[config.mk]
export PLATFORM = sky130hd
export DESIGN_NAME = uart_tx
export DESIGN_NICKNAME = d
export VERILOG_FILES = /design/src/rtl/uart_tx.sv
export SDC_FILE = /design/constraint.sdc
export NUM_CORES = 1
export LEC_CHECK = 0
export CORE_MARGIN = 2
export CORE_UTILIZATION = 48
export CTS_CLUSTER_SIZE = 30
export DETAILED_ROUTE_END_ITERATION = 10
export PLACE_DENSITY_LB_ADDON = 0.05
export REMOVE_ABC_BUFFERS = 1
export SETUP_SLACK_MARGIN = 0.1
export SYNTH_ARGS = -nofsm -noshare
export SYNTH_HDL_FRONTEND = slang
export SYNTH_SLANG_ARGS = --single-unit
[constraint.sdc]
create_clock -name i_clk -period 1.6 [get_ports i_clk]
set_input_delay 0.32 -clock i_clk [delete_from_list [all_inputs] [get_ports i_clk]]
set_output_delay 0.32 -clock i_clk [all_outputs]
set_load 0.01 [all_outputs]
[src/rtl/uart_tx.sv]
// uart_tx: UART transmitter, LSB first, 8N1 by default, timed by a 16x baud tick.
// Define TX_PARITY_EN to insert an even parity bit between the data and stop bits.
module uart_tx #(
    parameter int DBIT = 8,
    parameter int SB_TICK = 16,
    parameter int OVERSAMPLE = 16
) (
    input  logic            i_clk,
    input  logic            i_rst,
    input  logic            i_tick,
    input  logic            i_tx_start,
    input  logic [DBIT-1:0] i_tx_data,
    output logic            o_tx,
    output logic            o_tx_busy,
    output logic            o_tx_done_tick
);
    localparam int SW = $clog2((SB_TICK > OVERSAMPLE) ? SB_TICK : OVERSAMPLE);
    localparam int NW = $clog2(DBIT);
`ifdef TX_PARITY_EN
    typedef enum logic [2:0] {IDLE, START, DATA, PARITY, STOP} state_t;
    logic p_q;
`else
    typedef enum logic [1:0] {IDLE, START, DATA, STOP} state_t;
`endif
    state_t          state_q, state_d;
    logic [SW-1:0]   s_q, s_d;
    logic [NW-1:0]   n_q, n_d;
    logic [DBIT-1:0] b_q, b_d;
    logic            tx_q, tx_d;
    logic            bit_end;
    assign bit_end   = i_tick && s_q == SW'(OVERSAMPLE - 1);
    assign o_tx      = tx_q;
    assign o_tx_busy = state_q != IDLE;
    always_ff @(posedge i_clk) begin
        if (i_rst) begin
            state_q <= IDLE;
            s_q     <= '0;
            n_q     <= '0;
            b_q     <= '0;
            tx_q    <= 1'b1;
        end else begin
            state_q <= state_d;
            s_q     <= s_d;
            n_q     <= n_d;
            b_q     <= b_d;
            tx_q    <= tx_d;
        end
    end
`ifdef TX_PARITY_EN
    always_ff @(posedge i_clk) begin
        if (i_rst)
            p_q <= 1'b0;
        else if (state_q == IDLE && i_tx_start)
            p_q <= ^i_tx_data;
    end
`endif
    always_comb begin
        state_d        = state_q;
        s_d            = s_q;
        n_d            = n_q;
        b_d            = b_q;
        o_tx_done_tick = 1'b0;
        case (state_q)
            IDLE: if (i_tx_start) begin
                state_d = START;
                s_d     = '0;
                n_d     = '0;
                b_d     = i_tx_data;
            end
            START: if (i_tick) begin
                s_d = bit_end ? '0 : s_q + 1'b1;
                if (bit_end) state_d = DATA;
            end
            DATA: if (i_tick) begin
                s_d = bit_end ? '0 : s_q + 1'b1;
                if (bit_end) begin
                    b_d = b_q >> 1;
                    if (n_q == NW'(DBIT - 1))
`ifdef TX_PARITY_EN
                        state_d = PARITY;
`else
                        state_d = STOP;
`endif
                    else
                        n_d = n_q + 1'b1;
                end
            end
`ifdef TX_PARITY_EN
            PARITY: if (i_tick) begin
                s_d = bit_end ? '0 : s_q + 1'b1;
                if (bit_end) state_d = STOP;
            end
`endif
            STOP: if (i_tick) begin
                if (s_q == SW'(SB_TICK - 1)) begin
                    state_d        = IDLE;
                    s_d            = '0;
                    o_tx_done_tick = 1'b1;
                end else begin
                    s_d = s_q + 1'b1;
                end
            end
            default: state_d = IDLE;
        endcase
        // Line level follows the next state so o_tx can come straight from a flop.
`ifdef TX_PARITY_EN
        tx_d = state_d == START ? 1'b0 : state_d == DATA ? b_d[0] : state_d == PARITY ? p_q : 1'b1;
`else
        tx_d = state_d == START ? 1'b0 : state_d == DATA ? b_d[0] : 1'b1;
`endif
    end
endmodule

==> impl_metrics.csv, run 1 <==
group,metric,value,unit
power,swShare,32.6,%
timing,worst_slack,-162,ps
run,maxCapViolCount,0,
clocking,cts_buffers,3,
worst_setup_path,start_kind,"flop",
synth,synth-seq-cells,18,
power,p_leak,0.755,nW
global_route,grt_pass1_vias,1206,
clocking,cts.path.max_buffers,2,
die,die_w,51.1,um
worst_setup_path,cp.required,1800,ps
power,power.total,0.00129,W
synth,syn_avg_cell_area,8.79,sq um
finish,fin_cells,203,
finish,finalNetCount,196,
finish,drive_above_1_share,57.7,%
worst_setup_path,reg2reg_from,"state_q[0]",
timing,period_share,110,%
finish,syn_to_final_growth,79.5,%
power,seqPwrFrac,39.3,%
global_route,grt_overflow,0,
timing,fin_crit,1760,ps
drt,dr.pass1.iters,4,
clocking,ctsHtreeMaxLevel,1,
power,ir_drop,0.572,mV
place,hpwl,1970,um
synth,postSynthCellCount,121,
drt,drc,0,
synth,synthTopCellsByArea,"dfxtp_1 34%, ha_1 9.4%, nor2_1 4.9%",
worst_setup_path,arrival,1960,ps
worst_setup_path,r2r_slack,-160,ps
timing,hold_viol_final,0,
synth,seq_area_frac_synth,33.9,%
timing,rsz0062_at_grt,"yes",
run_status,status,"complete, but fails checks",
power,clockPowerShare,23.6,%
global_route,antenna_found_initial,0,
die,die_y,51.1,um
synth,synth_cell_type_count,37,
drt,viasPerCell,6.06,
clocking,cts_sinks,18,
global_route,grt.total_usage,28.3,%
timing,setup_violations,13,
drt,wirelength,4040,um
global_route,grt_max_degree,11,
timing,relSlewSlack,67.5,%
power,p_comb_share,37.1,%
worst_setup_path,cp-endpoint,"o_tx",
power,switchingPower,0.000420,W
synth,ys_warn_count,0,
drt,vias,1230,
worst_setup_path,rr_endpoint,"o_tx",
synth,yosysTopAreaCellShare,33.9,%
clocking,cts.root.buffer_cell,"clkbuf_4",
timing,finalSetupTns,-678,ps
worst_setup_path,reg2reg_depth,8,
place,port_buffers,14,
worst_setup_path,setup.worst_path.start,"state_q[0]",
place,dp.cells,191,
synth,yosys.area.top_type,"dfxtp_1",
synth,synth_area,0.00106,sq mm
worst_setup_path,crit_type,"reg -> reg",
die,core,0.00215,sq mm
run_status,violations,"setup timing",
clocking,clk_pin_slew,110,ps
timing,tightest_slew,487,ps
worst_setup_path,critPathCaptureType,"flop",
clocking,cts_tree,"built",
drt,wl_per_cell,19.9,um
clocking,clkLatencyLatePin,320,ps
worst_setup_path,path_max_fanout,6,
drt,drt_iter0_markers,26,
timing,drv_slew,0,
clocking,cts_hold_buffers,0,
drt,ant_nets,0,
die,die_area,0.00261,sq mm
timing,max_freq,567,MHz
global_route,grt_pass1_wl,5490,um
place,place.gp.congestion,0.808,
power,p_int,0.000869,W
die,initial_core_util,49.5,%
timing,fin_skew,5.52,ps
power,power_density,675,mW/mm^2
hold_path,holdCritStartpoint,"n_q[1]",
hold_path,hp-class,"reg -> reg",
die,io_pins,15,
die,rows,17,
finish,n_antenna_cell,0,
==> placed cells by master, fill, tap and decap left out, types with 3 or more instances in the layout <==
| master | n |
|---|---|
| clkbuf_4 | 3 |
| nor3_1 | 4 |
| buf_6 | 13 |
| dfxtp_1 | 12 |
| clkdlybuf4s50_1 | 9 |
| a21oi_1 | 7 |
| ha_4 | 6 |
| o21ai_0 | 4 |
| nor2_2 | 4 |
| nand2b_1 | 3 |
| a221oi_2 | 6 |
| buf_4 | 29 |
| and3_1 | 3 |
| dfxtp_2 | 5 |
| nor2_1 | 8 |
| nand2_1 | 6 |
==> critical path, stage by stage, from the launching register on <==
cell	delay [ps]
dfxtp_4	390
inv_6	50
buf_12	120
ha_4	180
buf_4	170
nor3_2	250
o22ai_2	160
a221oi_2	260
a41oi_2	60
==> metal layers <==
layer	vias up	part of all wire [%]	track usage (%)
met5	-	0	0
met4	0	5.6	16.2
met3	21	5.4	4.97
met2	55	51	50.6
met1	588	38	31.1
li1	566	-	-
==> final cells by class <==
cell class	count	area, sq um
inverter	5	28.8
sequential	18	370
tap	28	35.0
fill	90	239
multi-input combinational	93	935
timing repair buffer	55	504
clock buffer	4	36.3
==> sequential cells by signal (all words and copies together) (netlist names) <==
signal and count:
o_tx 1, n_q 3, s_q 4, b_q 8, state_q 2
==> synthesized netlist by cell type (all sizes together) <==
cell / instances
clkbuf: 2
o311a: 1
and3: 3
o2bb2ai: 1
a2111o: 2
a22oi: 1
a211o: 1
a221oi: 6
nand2: 7
o21bai: 1
a21oi: 9
nor2b: 1
nor2: 14
nand4: 1
and2: 5
buf: 3
a21bo: 1
ha: 8
mux2: 1
nor3: 6
nand2b: 3
inv: 5
nor4b: 1
a41oi: 1
o221ai: 1
o22ai: 2
and4: 1
a211oi: 4
dfxtp: 18
mux2i: 2
or4b: 1
o21ai: 7
or4: 1
==> power groups by stage <==
stage / logic [W] / clock network (W) / registers [W]
after floorplan: 0.000142 / 0 / 0.000503
after global placement: 0.000284 / 0 / 0.000502
after detailed placement: 0.000292 / 0 / 0.000503
after CTS: 0.000388 / 0.000295 / 0.000500
after global routing: 0.000502 / 0.000314 / 0.000509
final: 0.000479 / 0.000304 / 0.000507
==> worst min-delay path by stage <==
stage             end  slack, ps  depth (start not counted)
3_3_place_gp   n_q[2]        470                          2
6_report       n_q[1]        470                          2
5_1_grt        n_q[1]        500                          2
2_1_floorplan  n_q[0]        390                          1
4_1_cts        n_q[1]        480                          2
3_5_place_dp   n_q[1]        480                          2
==> per-stage QoR <==
stage	utilization, %	worst slack [ps]	area [sq um]	hold slack [ps]
after floorplan	-	-190	1040	389
after global placement	68.2	-350	1470	472
after detailed placement	68.2	-375	1470	479
after CTS	82.0	13.4	1760	481
after global routing	88.9	-259	1910	500
final	88.9	-162	1910	470
==> timing repair <==
item / 4_1_cts / 5_1_grt
endpoints found under the setup margin: 20 / 20
pin swaps: 25 / 12
buffers inserted: 3 / 5
gates resized for setup: 64 / 28
==> logic make-up (layout without fill, tap and decap cells) <==
| logic type | Yosys count | count (layout) | share of synthesized area (%) |
|---|---|---|---|
| adder cells (fa/ha/maj) | 8 | 8 | 9.41 |
| buffers and inverters | 10 | 64 | 3.76 |
| multiplexers | 3 | 3 | 2.94 |
| AO/OA/AOI/OAI | 38 | 38 | 26.8 |
| flip-flops | 18 | 18 | 33.9 |
| AND/OR/NAND/NOR | 44 | 44 | 23.2 |
(Power assumes the default switching activity.)
==> run 2: changes to the inputs <==
--- a/config.mk
+++ b/config.mk
@@ -15,3 +15,4 @@
 export SYNTH_ARGS = -nofsm -noshare
 export SYNTH_HDL_FRONTEND = slang
 export SYNTH_SLANG_ARGS = --single-unit
+export TNS_END_PERCENT = 50
==> impl_metrics.csv, run 2 (synthesized netlist as in run 1, its figures left out) <==
group,metric,value,unit
worst_setup_path,rr_endpoint,"b_q[4]",
die,die_y,51.1,um
worst_setup_path,cp.required,1800,ps
timing,tightest_slew,439,ps
clocking,cts_tree,"built",
power,power_density,680,mW/mm^2
worst_setup_path,crit_type,"reg -> reg",
die,core,0.00215,sq mm
clocking,cts_buffers,3,
drt,drc,0,
drt,wl_per_cell,19.4,um
drt,ant_nets,0,
die,io_pins,15,
worst_setup_path,crit_chain,"inv_6, buf_12, ha_4, buf_4, a211o_4, a221oi_2, nor3_1",
finish,top_register,"b_q",
worst_setup_path,slowest_stage,"dfxtp_4",
finish,largest_reg_flops,8,
global_route,grt_pass1_vias,1203,
clocking,cts.path.max_buffers,2,
power,p_int,0.000857,W
global_route,grt_overflow,0,
timing,period_share,109,%
clocking,ctsHtreeMaxLevel,1,
finish,reg_top3,"b_q (8), s_q (4), n_q (3)",
timing,worst_slack,-140,ps
finish,drive_above_1_share,52.0,%
timing,rsz0062_at_grt,"yes",
timing,max_freq,575,MHz
worst_setup_path,r2r_slack,-140,ps
power,switchingPower,0.000409,W
worst_setup_path,start_kind,"flop",
drt,wirelength,3900,um
die,die_w,51.1,um
timing,setup_violations,15,
finish,layout_commonest_cell,"buf_4",
run_status,status,"complete, but fails checks",
global_route,grt_max_degree,11,
die,rows,17,
timing,timing.hold.ws,500,ps
global_route,antenna_found_initial,0,
finish,final_cell_mix,"26 x buf_4, 13 x dfxtp_1, 13 x buf_6, 11 x nor2_1, 9 x clkdlybuf4s50_1",
clocking,clkLatencyLatePin,310,ps
timing,drv_slew,0,
global_route,grt_pass1_wl,5420,um
drt,vias,1192,
place,place.gp.congestion,0.808,
run_status,violations,"setup timing",
drt,viasPerCell,5.93,
worst_setup_path,critPathMaxStageDelay,400,ps
die,die_area,0.00261,sq mm
finish,syn_to_final_growth,75.1,%
clocking,cts_hold_buffers,0,
finish,n_antenna_cell,0,
worst_setup_path,reg2reg_depth,7,
timing,relSlewSlack,70.8,%
finish,multi_input_area,906,sq um
power,ir_drop,0.634,mV
finish,finalNetCount,194,
worst_setup_path,path_max_fanout,8,
power,swShare,32.3,%
die,initial_core_util,49.5,%
place,port_buffers,14,
place,hpwl,1970,um
timing,fin_crit,1740,ps
worst_setup_path,arrival,1940,ps
global_route,grt.total_usage,28.0,%
worst_setup_path,critPathCaptureType,"flop",
drt,dr.pass1.iters,4,
clocking,cts.root.buffer_cell,"clkbuf_4",
power,p_comb_share,36.2,%
power,clockPowerShare,24.0,%
finish,final-seq-area,369,sq um
hold_path,hp-class,"reg -> reg",
worst_setup_path,cp-endpoint,"b_q[4]",
timing,finalSetupTns,-666,ps
power,p_leak,0.741,nW
worst_setup_path,reg2reg_from,"state_q[0]",
clocking,clk_pin_slew,120,ps
finish,fillers,111,
drt,drt_iter0_markers,35,
run,maxCapViolCount,0,
timing,fin_skew,4.83,ps
clocking,cts_sinks,18,
timing,hold_viol_final,0,
worst_setup_path,setup.worst_path.start,"state_q[0]",
power,seqPwrFrac,39.9,%
[run 2: cell types whose count changed in the layout (fill, tap and decap cells not counted), sizes merged]
| cell | change |
|---|---|
| buf | -2 |
[run 2: worst min path at each step]
stage          cells after the start  endpoint   start  slack, ps
2_1_floorplan                      1    n_q[0]   i_rst        390
3_3_place_gp                       2    n_q[2]  n_q[2]        470
5_1_grt                            2    n_q[1]  n_q[1]        530
4_1_cts                            2    n_q[1]  n_q[1]        500
6_report                           2    n_q[1]  n_q[1]        500
3_5_place_dp                       2    n_q[1]  n_q[1]        480
[run 2: stage by stage]
step | setup slack (ps) | utilization [%] | power (W) | cells | area (sq um)
CTS | 13.4 | 81.5 | 0.00118 | 198 | 1750
finish | -140 | 86.7 | 0.00127 | 201 | 1860
detailed placement | -375 | 68.2 | 0.000795 | 191 | 1470
global route | -144 | 86.7 | 0.00131 | 201 | 1860
global placement | -350 | 68.2 | 0.000786 | 191 | 1470
floorplan | -190 | - | 0.000645 | 116 | 1040
[run 2: repair_timing]
item,CTS,global route
gates resized for setup,61,22
setup endpoints to repair,20,20
pin swaps,21,16
setup buffers,3,3
[run 2: cell type report]
type	instances	share of cell area (%)
Multi-Input combinational cell	93	48.7
Timing Repair Buffer	53	26.1
Sequential cell	18	19.8
Clock buffer	4	1.95
Tap cell	28	1.88
Inverter	5	1.55
[run 2: routing by layer]
layer | vias up | GRT usage [%] | wire [um]
met5 | - | 0 | 0
met4 | 0 | 16.2 | 142
met3 | 15 | 4.97 | 126
met2 | 39 | 49.8 | 2080
met1 | 577 | 30.8 | 1550
li1 | 561 | - | -
[run 2: worst max-delay path: cells and delay by family (launching register included)]
| family | cells | cell delay, ps |
|---|---|---|
| compound gates | 2 | 650 |
| flops | 1 | 400 |
| buf+inv | 3 | 310 |
| fa+ha+maj | 1 | 180 |
| simple gates | 1 | 80 |
[run 2: power by group through the flow]
stage / registers [W] / logic (W) / clock network [W]
2_1_floorplan: 0.000503 / 0.000142 / 0
4_1_cts: 0.000500 / 0.000383 / 0.000295
6_report: 0.000505 / 0.000458 / 0.000303
5_1_grt: 0.000507 / 0.000481 / 0.000320
3_3_place_gp: 0.000502 / 0.000284 / 0
3_5_place_dp: 0.000503 / 0.000292 / 0
==> run 3: changes to the inputs <==
--- a/config.mk
+++ b/config.mk
@@ -9,7 +9,7 @@
 export CORE_UTILIZATION = 48
 export CTS_CLUSTER_SIZE = 30
 export DETAILED_ROUTE_END_ITERATION = 10
-export PLACE_DENSITY_LB_ADDON = 0.05
+export PLACE_DENSITY = 0.77
 export REMOVE_ABC_BUFFERS = 1
 export SETUP_SLACK_MARGIN = 0.1
 export SYNTH_ARGS = -nofsm -noshare
==> impl_metrics.csv, run 3 (synthesized netlist as in run 1, its figures left out) <==
group,metric,value,unit
clocking,cts_buffers,3,
place,pre_cts_ws,-446,ps
finish,top_register,"b_q",
worst_setup_path,arrival,1940,ps
timing,fin_crit,1690,ps
clocking,clkLatencyLatePin,310,ps
power,power_density,665,mW/mm^2
drt,wl_per_cell,21.5,um
die,die_area,0.00261,sq mm
clocking,cts.path.max_buffers,2,
timing,drv_slew,0,
global_route,grt_max_degree,11,
timing,period_share,106,%
die,core,0.00215,sq mm
drt,wirelength,4450,um
worst_setup_path,start_kind,"flop",
timing,worst_slack,-88.5,ps
drt,dr.pass1.iters,4,
run_status,status,"complete, but fails checks",
finish,drive_above_1_share,57.0,%
power,ir_drop,0.784,mV
finish,largest_reg_flops,8,
finish,n_antenna_cell,0,
drt,drt_iter0_markers,52,
clocking,ctsHtreeMaxLevel,1,
hold_path,holdPathStages,2,
finish,post-route-util,91.0,%
worst_setup_path,reg2reg_from,"state_q[1]",
power,p_leak,0.772,nW
global_route,antenna_found_initial,0,
place,dp.cells,192,
worst_setup_path,path_max_fanout,4,
global_route,grt_overflow,0,
place,place.gp.congestion,0.845,
worst_setup_path,rr_endpoint,"s_q[0]",
die,die_y,51.1,um
clocking,clk_pin_slew,110,ps
timing,relSlewSlack,74.4,%
timing,fin_skew,3.95,ps
timing,setup_violations,15,
run_status,violations,"setup timing",
timing,tightest_slew,385,ps
die,io_pins,15,
worst_setup_path,crit_type,"reg -> reg",
finish,fin_cells,207,
global_route,grt_pass1_wl,6070,um
hold_path,hp-class,"reg -> reg",
place,port_buffers,14,
clocking,cts_tree,"built",
drt,vias,1281,
die,rows,17,
finish,reg_top3,"b_q (8), s_q (4), n_q (3)",
drt,viasPerCell,6.19,
timing,rsz0062_at_grt,"yes",
finish,finalNetCount,200,
hold_path,holdPathEnd,"n_q[0]",
drt,ant_nets,0,
clocking,cts_sinks,18,
worst_setup_path,r2r_slack,-90,ps
hold_path,holdCritStartpoint,"n_q[0]",
die,initial_core_util,49.5,%
timing,hold_viol_final,0,
global_route,grt_pass1_vias,1260,
clocking,cts.root.buffer_cell,"clkbuf_4",
worst_setup_path,reg2reg_depth,7,
place,hpwl,2060,um
worst_setup_path,critPathCaptureType,"flop",
run,maxCapViolCount,0,
finish,layout_commonest_cell,"buf_4",
worst_setup_path,cp.required,1850,ps
finish,fillers,83,
finish,syn_to_final_growth,83.9,%
global_route,grt.total_usage,32.0,%
finish,final_cell_mix,"34 x buf_4, 13 x dfxtp_1, 11 x buf_6, 10 x clkdlybuf4s50_1, 9 x nor2_1",
timing,max_freq,592,MHz
timing,finalSetupTns,-829,ps
drt,drc,0,
die,die_w,51.1,um
## run 3: timing repair
item,CTS,global route
buffers inserted,10,1
hold buffers,0,0
setup endpoints to repair,21,21
pin swaps,21,15
gates resized for setup,67,19
## run 3: per-stage QoR
stage	hold slack (ps)	cell area [sq um]	total power, W
2_1_floorplan	389	1040	0.000645
3_5_place_dp	480	1470	0.000803
4_1_cts	518	1840	0.00121
3_3_place_gp	472	1470	0.000789
6_report	519	1960	0.00130
5_1_grt	557	1960	0.00134
## run 3: report_power, final
part	switching, W	internal (W)	total, W
registers	0.0000275	0.000477	0.000504
logic	0.000241	0.000254	0.000495
clock network	0.000161	0.000139	0.000301
total	0.000430	0.000871	0.00130
## run 3: cell type report
class	instances	area, sq um	area share (%)
clock buffer	4	36.3	1.86
sequential	18	369	18.9
multi-input combinational	93	981	50.2
inverter	5	23.8	1.22
tap	28	35.0	1.79
timing repair buffer	59	510	26.1
## run 3: worst max path at each step
stage,endpoint,from,cells after the start,slack (ps)
CTS,b_q[4],state_q[0],8,10
finish,s_q[0],state_q[1],7,-90
global placement,o_tx_done_tick,i_tick,4,-360
global route,o_tx,s_q[1],7,-140
detailed placement,b_q[5],i_tick,6,-450
floorplan,s_q[3],state_q[0],6,-190
## run 3: worst max-delay path, cell delays in order, from the launching register on
cell	delay (ps)
dfxtp_4	380
buf_6	130
ha_4	170
nor2_2	140
o22ai_2	120
buf_4	170
a2111o_1	380
a21oi_1	120
## run 3: per-layer routing
layer  vias to the layer above  GRT usage (%)  share of wire [%]
met1                       635           38.3                 42
met5                         -              0                  0
met4                         0           13.5                3.5
met3                        18           4.97                5.6
li1                        568              -                  -
met2                        60           56.3                 49
